$ cat config.mk
export PLATFORM = sky130hd
export DESIGN_NAME = zubri_link_rx_flat
export DESIGN_NICKNAME = d
export VERILOG_FILES = /design/src/rtl/zubri_link_rx_if.sv /design/src/rtl/zubri_link_rx.sv /design/src/flat_wrapper.sv
export SDC_FILE = /design/constraint.sdc
export NUM_CORES = 1
export LEC_CHECK = 0
export CAP_MARGIN = 20
export CORE_MARGIN = 5
export CORE_UTILIZATION = 56
export CTS_CLUSTER_SIZE = 12
export DETAILED_ROUTE_END_ITERATION = 8
export PLACE_DENSITY = 0.8
export SLEW_MARGIN = 20
export SYNTH_ARGS = -nofsm -noshare
export SYNTH_HDL_FRONTEND = slang
export SYNTH_SLANG_ARGS = --single-unit
export TNS_END_PERCENT = 1
$ cat constraint.sdc
create_clock -name clk -period 3.1 [get_ports clk]
set_input_delay 0.93 -clock clk [delete_from_list [all_inputs] [get_ports clk]]
set_output_delay 0.93 -clock clk [all_outputs]
set_load 0.02 [all_outputs]
$ cat src/rtl/zubri_link_rx_if.sv
// zubri_link_rx_if: command bus between the link receiver and the
// 27-bit-word storage controller. The receiver drives the request and
// data-phase strobes plus the latched address/data; the controller
// returns its address-capture pulse (adrWrite) as adr_ack.
interface zubri_link_rx_if;
  logic        write;
  logic        read;
  logic        parity;
  logic        out_data;
  logic [8:0]  out_A;
  logic [26:0] out_D;
  logic        adr_ack;

  modport master (
    output write, read, parity, out_data, out_A, out_D,
    input  adr_ack
  );

  modport slave (
    input  write, read, parity, out_data, out_A, out_D,
    output adr_ack
  );
endinterface

$ cat src/rtl/zubri_link_rx.sv
// zubri_link_rx: serial command receiver in front of the storage controller.
// Deserialises 38-bit frames (op, 9-bit address, 27-bit data, odd parity),
// checks them and sequences write/read, parity and out_data strobes, holding
// each long enough for the controller's clk/6 state machine.
// Optional feature macro: LINK_RX_PARITY_EN -- when defined, odd parity over
// the whole frame is checked; when undefined only the length is checked.
module zubri_link_rx #(
  parameter int STROBE_CYC  = 12,
  parameter int ACK_TIMEOUT = 255,
  parameter int CNT_W       = 8
) (
  input  logic               clk,
  input  logic               nrst,
  input  logic               ser_clk,
  input  logic               ser_data,
  input  logic               ser_frame,
  zubri_link_rx_if.master    bus,
  output logic               busy,
  output logic [CNT_W-1:0]   frame_err_cnt,
  output logic [CNT_W-1:0]   timeout_cnt
);

  localparam logic [5:0] FRAME_LEN = 6'd38;
  localparam logic [5:0] BCNT_MAX  = 6'd39;

  // One shared timer covers the ack wait and all data-phase windows.
  localparam int TMR_MAX = (ACK_TIMEOUT > 2 * STROBE_CYC) ? ACK_TIMEOUT : 2 * STROBE_CYC;
  localparam int TMR_W   = $clog2(TMR_MAX + 1);

  localparam logic [TMR_W-1:0] TMR_ONE        = {{(TMR_W-1){1'b0}}, 1'b1};
  localparam logic [TMR_W-1:0] TMR_ACK_LAST   = TMR_W'(ACK_TIMEOUT - 1);
  localparam logic [TMR_W-1:0] TMR_STB_LAST   = TMR_W'(STROBE_CYC - 1);
  localparam logic [TMR_W-1:0] TMR_FETCH_LAST = TMR_W'(2 * STROBE_CYC - 1);

  typedef enum logic [2:0] {
    ST_IDLE  = 3'd0,
    ST_SHIFT = 3'd1,
    ST_CHECK = 3'd2,
    ST_REQ   = 3'd3,
    ST_DATA  = 3'd4,
    ST_FETCH = 3'd5,
    ST_DONE  = 3'd6
  } state_t;

  // Saturating +1 for the error counters.
  function automatic logic [CNT_W-1:0] sat_inc(input logic [CNT_W-1:0] v);
    if (v == {CNT_W{1'b1}}) begin
      return v;
    end else begin
      return v + {{(CNT_W-1){1'b0}}, 1'b1};
    end
  endfunction

`ifdef LINK_RX_PARITY_EN
  // Odd parity: the XOR of all 38 frame bits, parity bit included, is 1.
  function automatic logic odd_parity_ok(input logic [37:0] f);
    return ^f;
  endfunction
`endif

  // Synchroniser and edge-detect registers
  logic ser_clk_meta_r, ser_clk_sync_r, ser_clk_prev_r;
  logic ser_data_meta_r, ser_data_sync_r;
  logic frame_meta_r, frame_sync_r, frame_prev_r;
  logic adr_ack_prev_r;

  // FSM and datapath registers
  state_t            state_r;
  logic [37:0]       shift_r;
  logic [5:0]        bit_cnt_r;
  logic [TMR_W-1:0]  timer_r;
  logic              op_r;
  logic              write_r, read_r, parity_r, out_data_r, busy_r;
  logic [8:0]        addr_r;
  logic [26:0]       data_r;
  logic [CNT_W-1:0]  frame_err_r, timeout_r;

  // Next-state values
  state_t            state_nxt_s;
  logic [37:0]       shift_nxt_s;
  logic [5:0]        bit_cnt_nxt_s;
  logic [TMR_W-1:0]  timer_nxt_s;
  logic              op_nxt_s;
  logic              write_nxt_s, read_nxt_s, parity_nxt_s, out_data_nxt_s, busy_nxt_s;
  logic [8:0]        addr_nxt_s;
  logic [26:0]       data_nxt_s;
  logic [CNT_W-1:0]  frame_err_nxt_s, timeout_nxt_s;

  logic sclk_rise_s, frame_rise_s, frame_fall_s, ack_rise_s;
  logic frame_ok_s;

  assign sclk_rise_s  = ser_clk_sync_r & ~ser_clk_prev_r;
  assign frame_rise_s = frame_sync_r & ~frame_prev_r;
  assign frame_fall_s = ~frame_sync_r & frame_prev_r;
  assign ack_rise_s   = bus.adr_ack & ~adr_ack_prev_r;

`ifdef LINK_RX_PARITY_EN
  assign frame_ok_s = (bit_cnt_r == FRAME_LEN) && odd_parity_ok(shift_r);
`else
  assign frame_ok_s = (bit_cnt_r == FRAME_LEN);
`endif

  // Two-flop synchronisers for the link inputs plus previous-value flops for edge detection.
  always_ff @(posedge clk or negedge nrst) begin
    if (!nrst) begin
      ser_clk_meta_r  <= 1'b0;
      ser_clk_sync_r  <= 1'b0;
      ser_clk_prev_r  <= 1'b0;
      ser_data_meta_r <= 1'b0;
      ser_data_sync_r <= 1'b0;
      frame_meta_r    <= 1'b0;
      frame_sync_r    <= 1'b0;
      frame_prev_r    <= 1'b0;
      adr_ack_prev_r  <= 1'b0;
    end else begin
      ser_clk_meta_r  <= ser_clk;
      ser_clk_sync_r  <= ser_clk_meta_r;
      ser_clk_prev_r  <= ser_clk_sync_r;
      ser_data_meta_r <= ser_data;
      ser_data_sync_r <= ser_data_meta_r;
      frame_meta_r    <= ser_frame;
      frame_sync_r    <= frame_meta_r;
      frame_prev_r    <= frame_sync_r;
      adr_ack_prev_r  <= bus.adr_ack;
    end
  end

  // Next-state, strobe and counter logic for the frame/command sequencer.
  always_comb begin
    state_nxt_s     = state_r;
    shift_nxt_s     = shift_r;
    bit_cnt_nxt_s   = bit_cnt_r;
    timer_nxt_s     = timer_r;
    op_nxt_s        = op_r;
    write_nxt_s     = write_r;
    read_nxt_s      = read_r;
    parity_nxt_s    = parity_r;
    out_data_nxt_s  = out_data_r;
    addr_nxt_s      = addr_r;
    data_nxt_s      = data_r;
    frame_err_nxt_s = frame_err_r;
    timeout_nxt_s   = timeout_r;

    case (state_r)
      ST_IDLE: begin
        if (frame_rise_s) begin
          shift_nxt_s   = '0;
          bit_cnt_nxt_s = '0;
          state_nxt_s   = ST_SHIFT;
        end else begin
          state_nxt_s   = ST_IDLE;
        end
      end

      ST_SHIFT: begin
        // A frame edge wins over a bit edge in the same cycle.
        if (frame_fall_s) begin
          state_nxt_s = ST_CHECK;
        end else if (sclk_rise_s && frame_sync_r) begin
          shift_nxt_s = {shift_r[36:0], ser_data_sync_r};
          if (bit_cnt_r != BCNT_MAX) begin
            bit_cnt_nxt_s = bit_cnt_r + 6'd1;
          end else begin
            bit_cnt_nxt_s = bit_cnt_r;
          end
        end else begin
          state_nxt_s = ST_SHIFT;
        end
      end

      ST_CHECK: begin
        if (!frame_ok_s) begin
          frame_err_nxt_s = sat_inc(frame_err_r);
          state_nxt_s     = ST_IDLE;
        end else begin
          op_nxt_s    = shift_r[37];
          addr_nxt_s  = shift_r[36:28];
          data_nxt_s  = shift_r[27:1];
          write_nxt_s = shift_r[37];
          read_nxt_s  = ~shift_r[37];
          timer_nxt_s = '0;
          state_nxt_s = ST_REQ;
        end
      end

      ST_REQ: begin
        // An ack landing on the last timeout cycle still counts as an ack.
        if (ack_rise_s) begin
          write_nxt_s = 1'b0;
          read_nxt_s  = 1'b0;
          timer_nxt_s = '0;
          if (op_r) begin
            parity_nxt_s = 1'b1;
            state_nxt_s  = ST_DATA;
          end else begin
            state_nxt_s  = ST_FETCH;
          end
        end else if (timer_r == TMR_ACK_LAST) begin
          write_nxt_s   = 1'b0;
          read_nxt_s    = 1'b0;
          timer_nxt_s   = '0;
          timeout_nxt_s = sat_inc(timeout_r);
          state_nxt_s   = ST_IDLE;
        end else begin
          timer_nxt_s = timer_r + TMR_ONE;
        end
      end

      ST_DATA: begin
        if (timer_r == TMR_STB_LAST) begin
          parity_nxt_s = 1'b0;
          timer_nxt_s  = '0;
          state_nxt_s  = ST_DONE;
        end else begin
          timer_nxt_s  = timer_r + TMR_ONE;
        end
      end

      ST_FETCH: begin
        // First window models the read latency, second holds out_data.
        if (timer_r == TMR_FETCH_LAST) begin
          out_data_nxt_s = 1'b0;
          timer_nxt_s    = '0;
          state_nxt_s    = ST_DONE;
        end else begin
          timer_nxt_s = timer_r + TMR_ONE;
          if (timer_r == TMR_STB_LAST) begin
            out_data_nxt_s = 1'b1;
          end else begin
            out_data_nxt_s = out_data_r;
          end
        end
      end

      ST_DONE: begin
        if (timer_r == TMR_STB_LAST) begin
          timer_nxt_s = '0;
          state_nxt_s = ST_IDLE;
        end else begin
          timer_nxt_s = timer_r + TMR_ONE;
        end
      end

      default: begin
        write_nxt_s    = 1'b0;
        read_nxt_s     = 1'b0;
        parity_nxt_s   = 1'b0;
        out_data_nxt_s = 1'b0;
        timer_nxt_s    = '0;
        state_nxt_s    = ST_IDLE;
      end
    endcase

    // A new frame while a command is in flight is dropped and counted.
    if (frame_rise_s && (state_r != ST_IDLE) && (state_r != ST_SHIFT)) begin
      frame_err_nxt_s = sat_inc(frame_err_nxt_s);
    end else begin
      frame_err_nxt_s = frame_err_nxt_s;
    end

    busy_nxt_s = (state_nxt_s == ST_REQ) || (state_nxt_s == ST_DATA) ||
                 (state_nxt_s == ST_FETCH) || (state_nxt_s == ST_DONE);
  end

  // State, datapath and registered outputs; reset clears strobes asynchronously.
  always_ff @(posedge clk or negedge nrst) begin
    if (!nrst) begin
      state_r     <= ST_IDLE;
      shift_r     <= '0;
      bit_cnt_r   <= '0;
      timer_r     <= '0;
      op_r        <= 1'b0;
      write_r     <= 1'b0;
      read_r      <= 1'b0;
      parity_r    <= 1'b0;
      out_data_r  <= 1'b0;
      busy_r      <= 1'b0;
      addr_r      <= '0;
      data_r      <= '0;
      frame_err_r <= '0;
      timeout_r   <= '0;
    end else begin
      state_r     <= state_nxt_s;
      shift_r     <= shift_nxt_s;
      bit_cnt_r   <= bit_cnt_nxt_s;
      timer_r     <= timer_nxt_s;
      op_r        <= op_nxt_s;
      write_r     <= write_nxt_s;
      read_r      <= read_nxt_s;
      parity_r    <= parity_nxt_s;
      out_data_r  <= out_data_nxt_s;
      busy_r      <= busy_nxt_s;
      addr_r      <= addr_nxt_s;
      data_r      <= data_nxt_s;
      frame_err_r <= frame_err_nxt_s;
      timeout_r   <= timeout_nxt_s;
    end
  end

  assign bus.write      = write_r;
  assign bus.read       = read_r;
  assign bus.parity     = parity_r;
  assign bus.out_data   = out_data_r;
  assign bus.out_A      = addr_r;
  assign bus.out_D      = data_r;
  assign busy           = busy_r;
  assign frame_err_cnt  = frame_err_r;
  assign timeout_cnt    = timeout_r;

endmodule

$ cat src/flat_wrapper.sv
// flat-port wrapper written by rule: the top's interface ports become plain ports
module zubri_link_rx_flat 
#(
  parameter int STROBE_CYC  = 12,
  parameter int ACK_TIMEOUT = 255,
  parameter int CNT_W       = 8
)
  (clk, nrst, ser_clk, ser_data, ser_frame, busy, frame_err_cnt, timeout_cnt, bus_write, bus_read, bus_parity, bus_out_data, bus_out_A, bus_out_D, bus_adr_ack);
  zubri_link_rx_if bus_i ();
  input  logic clk;
  input  logic nrst;
  input  logic ser_clk;
  input  logic ser_data;
  input  logic ser_frame;
  output logic busy;
  output logic [CNT_W-1:0] frame_err_cnt;
  output logic [CNT_W-1:0] timeout_cnt;
  output wire logic [$bits(bus_i.write)-1:0] bus_write;
  output wire logic [$bits(bus_i.read)-1:0] bus_read;
  output wire logic [$bits(bus_i.parity)-1:0] bus_parity;
  output wire logic [$bits(bus_i.out_data)-1:0] bus_out_data;
  output wire logic [$bits(bus_i.out_A)-1:0] bus_out_A;
  output wire logic [$bits(bus_i.out_D)-1:0] bus_out_D;
  input wire logic [$bits(bus_i.adr_ack)-1:0] bus_adr_ack;
  assign bus_write = bus_i.write;
  assign bus_read = bus_i.read;
  assign bus_parity = bus_i.parity;
  assign bus_out_data = bus_i.out_data;
  assign bus_out_A = bus_i.out_A;
  assign bus_out_D = bus_i.out_D;
  assign bus_i.adr_ack = bus_adr_ack;
  zubri_link_rx #(.STROBE_CYC(STROBE_CYC), .ACK_TIMEOUT(ACK_TIMEOUT), .CNT_W(CNT_W)) u_core (.clk(clk), .nrst(nrst), .ser_clk(ser_clk), .ser_data(ser_data), .ser_frame(ser_frame), .bus(bus_i), .busy(busy), .frame_err_cnt(frame_err_cnt), .timeout_cnt(timeout_cnt));
endmodule
==> results.md, run 1 <==
- Startpoint Class: flop
- Initial antenna violation count: 0
- Root buf cell: clkbuf_8
- Grt ovf: 0
- Clock buffer count from CTS: 17
- First-pass GRT wire length: about 21000 um
- ANT cells: 0
- Setup-failing EPs final: 0
- Placed insts: roughly 710
- Hold path cells: 0
- Critical path buffers and inverters: 0
- Post-synth EDFFs: 0
- Syn nets: 539
- Final worst setup slack: between 200 and 300 ps
- Sw Ratio: 31.6%
- Largest net degree at the start of global routing: 77
- Placed Area: 6380 um^2
- Cts repair resizes: 0
- Initial core utilization: 57.2%
- Worst r2r src: u_core.frame_err_cnt[3]
- Hold path start: u_core.ser_clk_meta_r
- Fin Setup TNS: 0 ps
- Most frequent cells in the layout: dfrtp_1 (122), nand2_1 (107), clkdlybuf4s50_1 (61)
- Wirelength, routed: around 12000 um
- CP max FO: 10
- Final Hold Fails: 0
- Post-Synthesis Cell Area: between 5000 and 6000 um^2
- Combinational share of power: 21.4%
- Max incr delay on CP: roughly 540 ps
- Synth cell types: 62
- Worst r2r dst: u_core.frame_err_cnt[1]
- Slew @ Worst Pin: between 700 and 800 ps
- Pwr Total: 4.86 mW
- Sequential share of power: a little under two fifths
- Postcts setup bufs: 0
- Crit path max-delay family: simple AND/OR/NAND/NOR gates
- Via Count: 4204
- DRT iter0 DRCs: ~220
- Main synth FF type: dfrtp_1
- Clock transition at path regs: 60 ps
- TritonRoute pass-1 iters: 5
- Layout area overhead: 24.7%
- Core Util, Final: 71.4%
- Worst R2R Setup Slack: about 260 ps
- Port bufs: between 60 and 70
- Static Leak: between 3 and 4 nW
- Syn Inst Count: 526
- GRT Overall Usage: between 20% and 30%
- Die width: between 100 and 150 um
- # rows: 36
- Nets: roughly 610
- Post-DP HPWL: ~8000 um
- Clock sinks: 122
- Clk_skew: about 10 ps
- Hold Path Class: reg -> reg
- Die footprint: about 12000 um^2
- Hold EP: u_core.ser_clk_sync_r
- R2R cell count: 11
- Avg Cell Area, Syn: between 10 and 15 um^2
- Final period utilization: approximately nine tenths
- Critical Path Sink Type: flop
- Yosys Warn Count: 0
- Worst EP required: between 3000 and 4000 ps
- Core Region: 9770 um^2
- Min Tclk post-route: about 2800 ps
- Hold buffers post-CTS: 0
- Async SR Flop Fraction: between 90% and 100%
- Maximum clock frequency: around 0.35 GHz
- Worst hold margin: 346 ps
- Int Power: between 3 and 4 mW
- Fin. max-slew vios: 0
- Clock buffer depth: 2
- Psw: approximately 1.5 mW
- CP arrival: about 3200 ps
- PD cells: 697 nW/um^2
- Vias in the first global route: 4333
- Relative slew slack: roughly 52%
- DRC violations left: 0
- Post-layout instance area: about 7000 um^2
- Critical Path Slowest Stage Cell: dfrtp_1
- Routability Congestion: 0.883
- Clk pwr share: between 40% and 50%
- Seq/Total Area, Yosys: a little over half
- Die height: between 100 and 150 um
- Drt wl/cell: 16.7 um
- Most common cell after layout, fill and taps aside: dfrtp_1
- Final ANT Viol Nets: 0
- MaxCap Viol Count: 0
- Maximum vdd drop: between 400 and 500 uV
- RSZ-0062 raised after global routing: false
- CTS tree: yes
- Vias per cell: about 5.7
- CP Cell Sequence: and4_4 -> and4_4 -> nor2_1 -> nand2_1 -> o21ai_0 -> ha_1 -> and3_2 -> o31ai_1 -> a22oi_2 -> a21oi_2 -> mux2_4
- Synth Register Bits: between 100 and 150
- Status: complete, no violations
- Cell Count, Final, Fillers Out: 740
- Pre-CTS setup slack: ~280 ps
- H-tree Lvls: 4
- FILL cells: slightly below 700
- Share of cells above drive strength 1: about 17%
- Crit-path most repeated cell: and4_4
- Clk_lat worst skew: about 520 ps
- Boundary Pins: 63
- WS Path Type: reg -> reg
power by group through the flow:
stage	sequential [mW]	combinational [mW]	clock, mW
6_report	1.85	1.04	1.97
3_3_place_gp	1.86	1.01	0
4_1_cts	1.85	1.04	2.00
3_5_place_dp	1.87	1.04	0
5_1_grt	1.87	1.16	2.08
2_1_floorplan	1.88	0.678	0
logic make-up (layout without fill, tap and decap cells):
logic type,count (synthesis),in the layout,share of synthesized area (%)
and+or+nand+nor,198,198,17.3
DFF,122,122,54.6
AOI/OAI and AO/OA,102,102,12.1
muxes,42,42,8.44
buffers and inverters,35,116,2.91
xor gates and xnor gates,19,19,2.98
adders and majority gates,8,8,1.75
cell type report:
type	instances	area, um^2	share of cell area [%]
sequential	122	3050	43.8
multi-input combinational	369	2390	34.2
timing repair buffer	75	741	10.6
clock buffer	18	428	6.14
clock inverter	14	166	2.39
tap	133	166	2.39
inverter	9	33.8	0.484
routing by layer:
metal | vias to the layer above | track usage (%) | part of all wire, %
li1 | 1986 | - | -
met1 | 2103 | 28.6 | 44
met2 | 105 | 36.6 | 49
met3 | 10 | 7.87 | 5.5
met5 | - | 0 | 0
met4 | 0 | 5.79 | 0.74
cells in the mapped netlist, types with 3 or more instances:
library cell	number	area share (%)
nand4_1	9	1.0
buf_1	3	0.20
a31oi_1	5	0.56
inv_1	9	0.60
and3_1	4	0.45
o21ai_0	54	4.8
nand3b_1	5	0.67
nor2b_1	7	0.78
ha_1	7	1.6
mux2i_1	4	0.72
and2_1	3	0.34
nand3_1	11	0.98
nand2b_1	7	0.78
buf_6	4	0.81
nand2_1	107	7.2
a21oi_1	8	0.72
o211ai_1	3	0.40
xor2_1	8	1.3
nor2_1	17	1.1
o31ai_1	6	0.81
xnor2_1	11	1.7
dfrtp_1	122	55
mux2_2	37	7.5
clkbuf_1	18	1.2
nor3_1	9	0.81
worst max-delay path by stage:
stage | from | end | slack (ps) | depth (start not counted)
after floorplan | u_core.frame_err_cnt[0] | u_core.frame_err_cnt[1] | 190 | 12
after global placement | u_core.frame_err_cnt[3] | u_core.frame_err_cnt[1] | 350 | 11
after detailed placement | u_core.frame_err_cnt[3] | u_core.frame_err_cnt[1] | 280 | 11
after CTS | u_core.frame_err_cnt[3] | u_core.frame_err_cnt[1] | 270 | 11
after global routing | u_core.frame_err_cnt[3] | u_core.frame_err_cnt[1] | 40 | 11
final | u_core.frame_err_cnt[3] | u_core.frame_err_cnt[1] | 260 | 11
sequential cells by signal (all words and copies together), names as in the netlist, 3 cells and up:
| register | cells |
|---|---|
| u_core.timer_r | 8 |
| u_core.bus.out_A | 9 |
| u_core.shift_r | 38 |
| u_core.bus.out_D | 27 |
| u_core.bit_cnt_r | 6 |
| u_core.frame_err_cnt | 8 |
| u_core.state_r | 3 |
| u_core.timeout_cnt | 8 |
Note: power is estimated with default switching activity, not from simulation.
==> run 2, diff against run 1 <==
Settings changed: GPL_TIMING_DRIVEN set to 0, RECOVER_POWER set to 50.
==> results.md, run 2 (synthesis gave the netlist of run 1 again) <==
- Final period utilization: 94.2% (was 91.7%)
- Relative slew slack: -42.4% (was 52.4%)
- Via Count: 4330 (was 4204)
- Fin Setup TNS: 0 ps (unchanged)
- CP arrival: 3320 ps (was 3240 ps)
- Die height: 110 um (unchanged)
- Most common cell after layout, fill and taps aside: dfrtp_1 (unchanged)
- Placed Area: 6410 um^2 (was 6380 um^2)
- Clock buffer count from CTS: 17 (unchanged)
- CTS tree: yes (unchanged)
- Static Leak: 3.03 nW (was 3.05 nW)
- GRT Overall Usage: 23.2% (was 22.4%)
- Fin. max-slew vios: 48 (was 0)
- MaxCap Viol Count: 1 (was 0)
- Clock buffer depth: 2 (unchanged)
- Layout area overhead: 25.4% (was 24.7%)
- CP Cell Sequence: or3b_2 -> o21ai_2 -> buf_6 -> nor2_2 -> nand2_1 -> o21ai_0 -> ha_1 -> and3_2 -> o31ai_1 -> a22oi_2 -> a21oi_2 -> mux2_4 (was and4_4 -> and4_4 -> nor2_1 -> nand2_1 -> o21ai_0 -> ha_1 -> and3_2 -> o31ai_1 -> a22oi_2 -> a21oi_2 -> mux2_4)
- # rows: 36 (unchanged)
- Share of cells above drive strength 1: 15.6% (was 17.1%)
- Met2 wire len: 6520 um (was 6120 um)
- Largest net degree at the start of global routing: 76 (was 77)
- First-pass GRT wire length: 21600 um (was 21000 um)
- TritonRoute pass-1 iters: 5 (unchanged)
- Startpoint Class: flop (unchanged)
- Clock sinks: 122 (unchanged)
- Critical Path Slowest Stage Cell: or3b_2 (was dfrtp_1)
- PD cells: 698 nW/um^2 (was 697 nW/um^2)
- Core Region: 9770 um^2 (unchanged)
- Largest register FFs: 38 (unchanged)
- Worst EP required: 3500 ps (about the same)
- Post-DP HPWL: 8270 um (was 8020 um)
- Routability Congestion: 0.888 (was 0.883)
- Port bufs: 62 (unchanged)
- Initial core utilization: 57.2% (unchanged)
- Drt wl/cell: 17.0 um (was 16.7 um)
- Die width: 110 um (unchanged)
- Status: finished with violations (was complete, no violations)
- Final Hold Fails: 0 (unchanged)
- Maximum vdd drop: 424 uV (was 487 uV)
- Post-layout instance area: 7010 um^2 (was 6970 um^2)
- WS Path Type: reg -> reg (unchanged)
- Initial antenna violation count: 0 (unchanged)
- FILL cells: 688 (was 690)
- Placed insts: 722 (was 708)
- Grt ovf: 0 (unchanged)
- Clk_skew: 9.27 ps (was 10.4 ps)
- Worst hold margin: 348 ps (was 346 ps)
- Uppermost layer routed: met4 (unchanged)
- Root buf cell: clkbuf_8 (unchanged)
- Nets: 621 (was 607)
- Metal-1 WL: 5320 um (was 5480 um)
- Setup-failing EPs final: 0 (unchanged)
- Pwr Total: 4.90 mW (was 4.86 mW)
- Maximum clock frequency: 0.342 GHz (was 0.352 GHz)
- Max incr delay on CP: 490 ps (was 540 ps)
- Worst r2r src: u_core.bit_cnt_r[4] (was u_core.frame_err_cnt[3])
- Hold Path Class: reg -> reg (unchanged)
- Metal3 WL: 734 um (was 676 um)
- Boundary Pins: 63 (unchanged)
- Critical Path Sink Type: flop (unchanged)
- ANT cells: 0 (unchanged)
- Slew @ Worst Pin: 2140 ps (was 709 ps)
- Hold path start: u_core.ser_data_meta_r (was u_core.ser_clk_meta_r)
- DRT iter0 DRCs: 290 (was 218)
- Most frequent cells in the layout: dfrtp_1 (121), nand2_1 (107), clkdlybuf4s50_1 (57) (was dfrtp_1 (122), nand2_1 (107), clkdlybuf4s50_1 (61))
- Vias per cell: 5.75 (was 5.68)
- Failing checks: max-capacitance violations, max-slew violations
- Vias in the first global route: 4468 (was 4333)
- Clock transition at path regs: 60 ps (about the same)
- Most flops, register: u_core.shift_r (unchanged)
- Die footprint: 12100 um^2 (unchanged)
- Min Tclk post-route: 2920 ps (was 2840 ps)
- H-tree Lvls: 4 (unchanged)
- DRC violations left: 0 (unchanged)
- CP max FO: 10 (unchanged)
- Wirelength, routed: 12800 um (was 12400 um)
- Final ANT Viol Nets: 0 (unchanged)
- CP Launch Point: u_core.bit_cnt_r[4] (was u_core.frame_err_cnt[3])
- Clk_lat worst skew: 520 ps (about the same)
- Cell Count, Final, Fillers Out: 753 (was 740)
run 2: area by class of cell:
cell class | instances | area [um^2] | area share, %
clock inverter | 13 | 169 | 2.41
tap | 133 | 166 | 2.37
timing repair buffer | 64 | 656 | 9.35
sequential | 122 | 3050 | 43.6
clock buffer | 18 | 428 | 6.10
multi-input combinational | 369 | 2380 | 34.0
inverter | 9 | 33.8 | 0.482
buffer | 25 | 125 | 1.78
run 2: metrics by stage:
step           utilization, %  setup slack, ps
2_1_floorplan               -              192
3_3_place_gp             65.3            -3450
3_5_place_dp             65.6            -44.2
4_1_cts                  71.6             95.9
5_1_grt                  71.7            -14.3
6_report                 71.7              180
run 2: path summary, 6_finish.rpt:
path	to	slack, ps	cells after the start
setup / recovery	u_core.frame_err_cnt[1]	180	12
hold / removal	u_core.ser_data_sync_r	350	0
setup reg to reg	u_core.frame_err_cnt[1]	180	12
hold reg to reg	u_core.ser_data_sync_r	350	0
max in group asynchronous	u_core.frame_err_cnt[0]	590	1
min in group asynchronous	u_core.frame_err_cnt[0]	1150	1
run 2: worst max-delay path, delay by kind of cell, from the launching register on:
kind	cells	cell delay, ps
and+or+nand+nor	4	830
AOI/OAI and AO/OA	5	810
DFF	1	430
muxes	1	310
adders and majority gates	1	250
buffers and inverters	1	170
run 2: power breakdown:
group,total (mW),switching [mW],internal [mW]
sequential,1.84,0.134,1.71
combinational,1.07,0.698,0.370
clock,1.99,0.739,1.25
total,4.90,1.57,3.33
run 2: per-layer routing:
metal,track usage (%),vias up
met4,9.08,0
met3,6.87,19
li1,-,2021
met2,38.6,136
met1,28.5,2154
met5,0,-
run 2: repair_timing:
action / 4_1_cts / 5_1_grt
buffers inserted: 0 / 1
pin swaps: 0 / 2
hold buffers: 0 / 0
endpoints found under the setup margin: 5 / 6
gates resized for setup: 1 / 2
==> run 3, diff against run 2 <==
Clock period 3.1 ns to 2.8 ns, I/O delays scaled along.
==> results.md, run 3 (synthesis gave the netlist of run 1 again) <==
- CP max FO: 5 (was 10)
- Sequential share of power: 37.2% (was 37.6%)
- Die width: 110 um (unchanged)
- Most flops, register: u_core.shift_r (unchanged)
- Fin. max-slew vios: 65 (was 48)
- Most frequent cells in the layout: dfrtp_1 (120), nand2_1 (107), clkdlybuf4s50_1 (57) (was dfrtp_1 (121), nand2_1 (107), clkdlybuf4s50_1 (57))
- Initial core utilization: 57.2% (unchanged)
- PD cells: 779 nW/um^2 (was 698 nW/um^2)
- H-tree Lvls: 4 (unchanged)
- DRC violations left: 0 (unchanged)
- Clk_lat worst skew: 530 ps (was 520 ps)
- CP Cell Sequence: or3b_2 -> o21ai_2 -> buf_6 -> nor2_4 -> xor2_2 -> ha_2 -> and3_2 -> o31ai_2 -> a22oi_2 -> a21oi_2 -> mux2_4 (was or3b_2 -> o21ai_2 -> buf_6 -> nor2_2 -> nand2_1 -> o21ai_0 -> ha_1 -> and3_2 -> o31ai_1 -> a22oi_2 -> a21oi_2 -> mux2_4)
- Boundary Pins: 63 (unchanged)
- Placed Area: 6410 um^2 (about the same)
- Cell Count, Final, Fillers Out: 758 (was 753)
- DRT iter0 DRCs: 228 (was 290)
- Relative slew slack: -9.60% (was -42.4%)
- Grt ovf: 0 (unchanged)
- Static Leak: 3.07 nW (was 3.03 nW)
- Placed insts: 722 (unchanged)
- Share of cells above drive strength 1: 17.3% (was 15.6%)
- Core Region: 9770 um^2 (unchanged)
- WS Path Type: reg -> reg (unchanged)
- Layout area overhead: 26.8% (was 25.4%)
- Critical Path Sink Type: flop (unchanged)
- Hold path cells: 0 (unchanged)
- Maximum clock frequency: 0.363 GHz (was 0.342 GHz)
- Port bufs: 62 (unchanged)
- Critical path buffers and inverters: 1 (unchanged)
- Min Tclk post-route: 2760 ps (was 2920 ps)
- Int Power: 3.76 mW (was 3.33 mW)
- Initial antenna violation count: 0 (unchanged)
- GRT Overall Usage: 22.5% (was 23.2%)
- Combinational share of power: 22.6% (was 21.8%)
- Clock transition at path regs: 60 ps (about the same)
- Critical Path Slowest Stage Cell: or3b_2 (unchanged)
- Largest register FFs: 38 (unchanged)
- Status: finished with violations (unchanged)
- Via Count: 4323 (was 4330)
- Final ANT Viol Nets: 0 (unchanged)
- Max incr delay on CP: 510 ps (was 490 ps)
- Clk_skew: 7.44 ps (was 9.27 ps)
- Setup-failing EPs final: 0 (unchanged)
- Sw Ratio: 31.9% (was 32.1%)
- Hold path start: u_core.frame_meta_r (was u_core.ser_data_meta_r)
- Root buf cell: clkbuf_8 (unchanged)
- Startpoint Class: flop (unchanged)
- Clock sinks: 122 (unchanged)
- Multi-input gate area: 2420 um^2 (was 2380 um^2)
- Die footprint: 12100 um^2 (unchanged)
- Drt wl/cell: 16.6 um (was 17.0 um)
- R2R cell count: 11 (was 12)
- Register area: 3060 um^2 (was 3050 um^2)
- Post-DP HPWL: 8350 um (was 8270 um)
- Worst EP required: 3200 ps (was 3500 ps)
- Hold EP: u_core.frame_sync_r (was u_core.ser_data_sync_r)
- Die height: 110 um (unchanged)
- Largest net degree at the start of global routing: 66 (was 76)
- Nets: 625 (was 621)
- CP arrival: 3160 ps (was 3320 ps)
- Failing checks: max-capacitance violations, max-slew violations (unchanged)
- ANT cells: 0 (unchanged)
- Routability Congestion: 0.890 (was 0.888)
- Clock buffer depth: 2 (unchanged)
- Maximum vdd drop: 564 uV (was 424 uV)
- Clk pwr share: 40.2% (was 40.6%)
- Slew @ Worst Pin: 1640 ps (was 2140 ps)
- MaxCap Viol Count: 1 (unchanged)
- Vias per cell: 5.70 (was 5.75)
- Worst r2r dst: u_core.frame_err_cnt[1] (unchanged)
- Crit path max-delay family: simple AND/OR/NAND/NOR gates (unchanged)
- TritonRoute pass-1 iters: 5 (unchanged)
- Most common cell after layout, fill and taps aside: dfrtp_1 (unchanged)
- Final period utilization: 98.5% (was 94.2%)
- # rows: 36 (unchanged)
- Hold Path Class: reg -> reg (unchanged)
- RSZ-0062 raised after global routing: true
- Final Hold Fails: 0 (unchanged)
- CTS tree: yes (unchanged)
- Post-layout instance area: 7090 um^2 (was 7010 um^2)
- Clock buffer count from CTS: 17 (unchanged)
- Psw: 1.76 mW (was 1.57 mW)
- First-pass GRT wire length: 20900 um (was 21600 um)
- Worst r2r src: u_core.bit_cnt_r[3] (was u_core.bit_cnt_r[4])
- FILL cells: 673 (was 688)
- Vias in the first global route: 4357 (was 4468)
- Worst R2R Setup Slack: 40 ps (was 180 ps)
- Wirelength, routed: 12600 um (was 12800 um)
==> run 3: cell types whose count changed in the layout (fill, tap and decap cells not counted), sizes merged <==
| cell | change |
|---|---|
| buf | +3 |
| clkbuf | +3 |
| clkinvlp | -3 |
| clkinv | +2 |
| clkdlybuf4s15 | -1 |
| inv | +1 |
==> run 3: worst max-delay path by stage <==
stage,startpoint,end,slack [ps],cells past startpoint
2_1_floorplan,u_core.frame_err_cnt[0],u_core.frame_err_cnt[1],30,12
3_3_place_gp,nrst,u_core.frame_err_cnt[0],-4070,1
3_5_place_dp,u_core.frame_err_cnt[0],u_core.frame_err_cnt[4],-250,12
4_1_cts,u_core.frame_err_cnt[0],u_core.frame_err_cnt[7],10,12
5_1_grt,u_core.bit_cnt_r[0],u_core.frame_err_cnt[7],-10,10
6_report,u_core.bit_cnt_r[3],u_core.frame_err_cnt[1],40,11
==> run 3: layout make-up <==
type                            instances  share of cell area, %
Clock inverter                         13                   2.33
Tap cell                              133                   2.35
Multi-Input combinational cell        369                   34.2
Buffer                                 25                   1.76
Timing Repair Buffer                   68                   9.60
Sequential cell                       122                   43.1
Inverter                                9                  0.477
Clock buffer                           19                   6.23
==> run 3: layer usage <==
metal	GRT usage, %	share of wire (%)	wire [um]	vias to the layer above
met4	8.01	1.6	207	0
li1	-	-	-	2022
met1	28.2	42	5260	2149
met5	0	0	0	-
met3	7.46	5.7	715	24
met2	36.7	51	6410	128
==> run 3: power by group through the flow <==
stage | combinational [mW] | sequential, mW | clock (mW)
2_1_floorplan | 0.752 | 2.09 | 0
3_3_place_gp | 1.10 | 2.06 | 0
3_5_place_dp | 1.16 | 2.07 | 0
4_1_cts | 1.19 | 2.05 | 2.24
5_1_grt | 1.37 | 2.08 | 2.35
6_report | 1.25 | 2.06 | 2.22
==> run 3: repair_timing <==
| action | 4_1_cts | 5_1_grt |
|---|---|---|
| gates cloned | 0 | 0 |
| buffers inserted | 3 | 2 |
| pin swaps | 3 | 5 |
| hold buffers | 0 | 0 |
| hold endpoints to repair | 0 | 0 |
| gates resized for setup | 5 | 4 |
| endpoints found under the setup margin | 8 | 6 |
==> run 3: stage by stage <==
step / worst slack [ps] / TNS, ps / utilization [%] / hold slack, ps / total power, mW
detailed placement: -248 / -1540 / 65.6 / 336 / 3.23
CTS: 13.2 / 0 / 72.2 / 322 / 5.48
global placement: -4070 / -446150 / 65.3 / 334 / 3.17
floorplan: 25.0 / 0 / - / 331 / 2.84
global route: -10.3 / -13.2 / 72.5 / 355 / 5.80
finish: 42.6 / 0 / 72.5 / 350 / 5.52
==> run 3: worst reg2reg max path: cells and delay by family (launching register included) <==
family | cells | cell delay, ps
AO/OA/AOI/OAI | 4 | 640
XOR/XNOR | 1 | 150
adder cells (fa/ha/maj) | 1 | 210
buffers and inverters | 1 | 130
flip-flops | 1 | 420
multiplexers | 1 | 310
AND/OR/NAND/NOR | 3 | 780
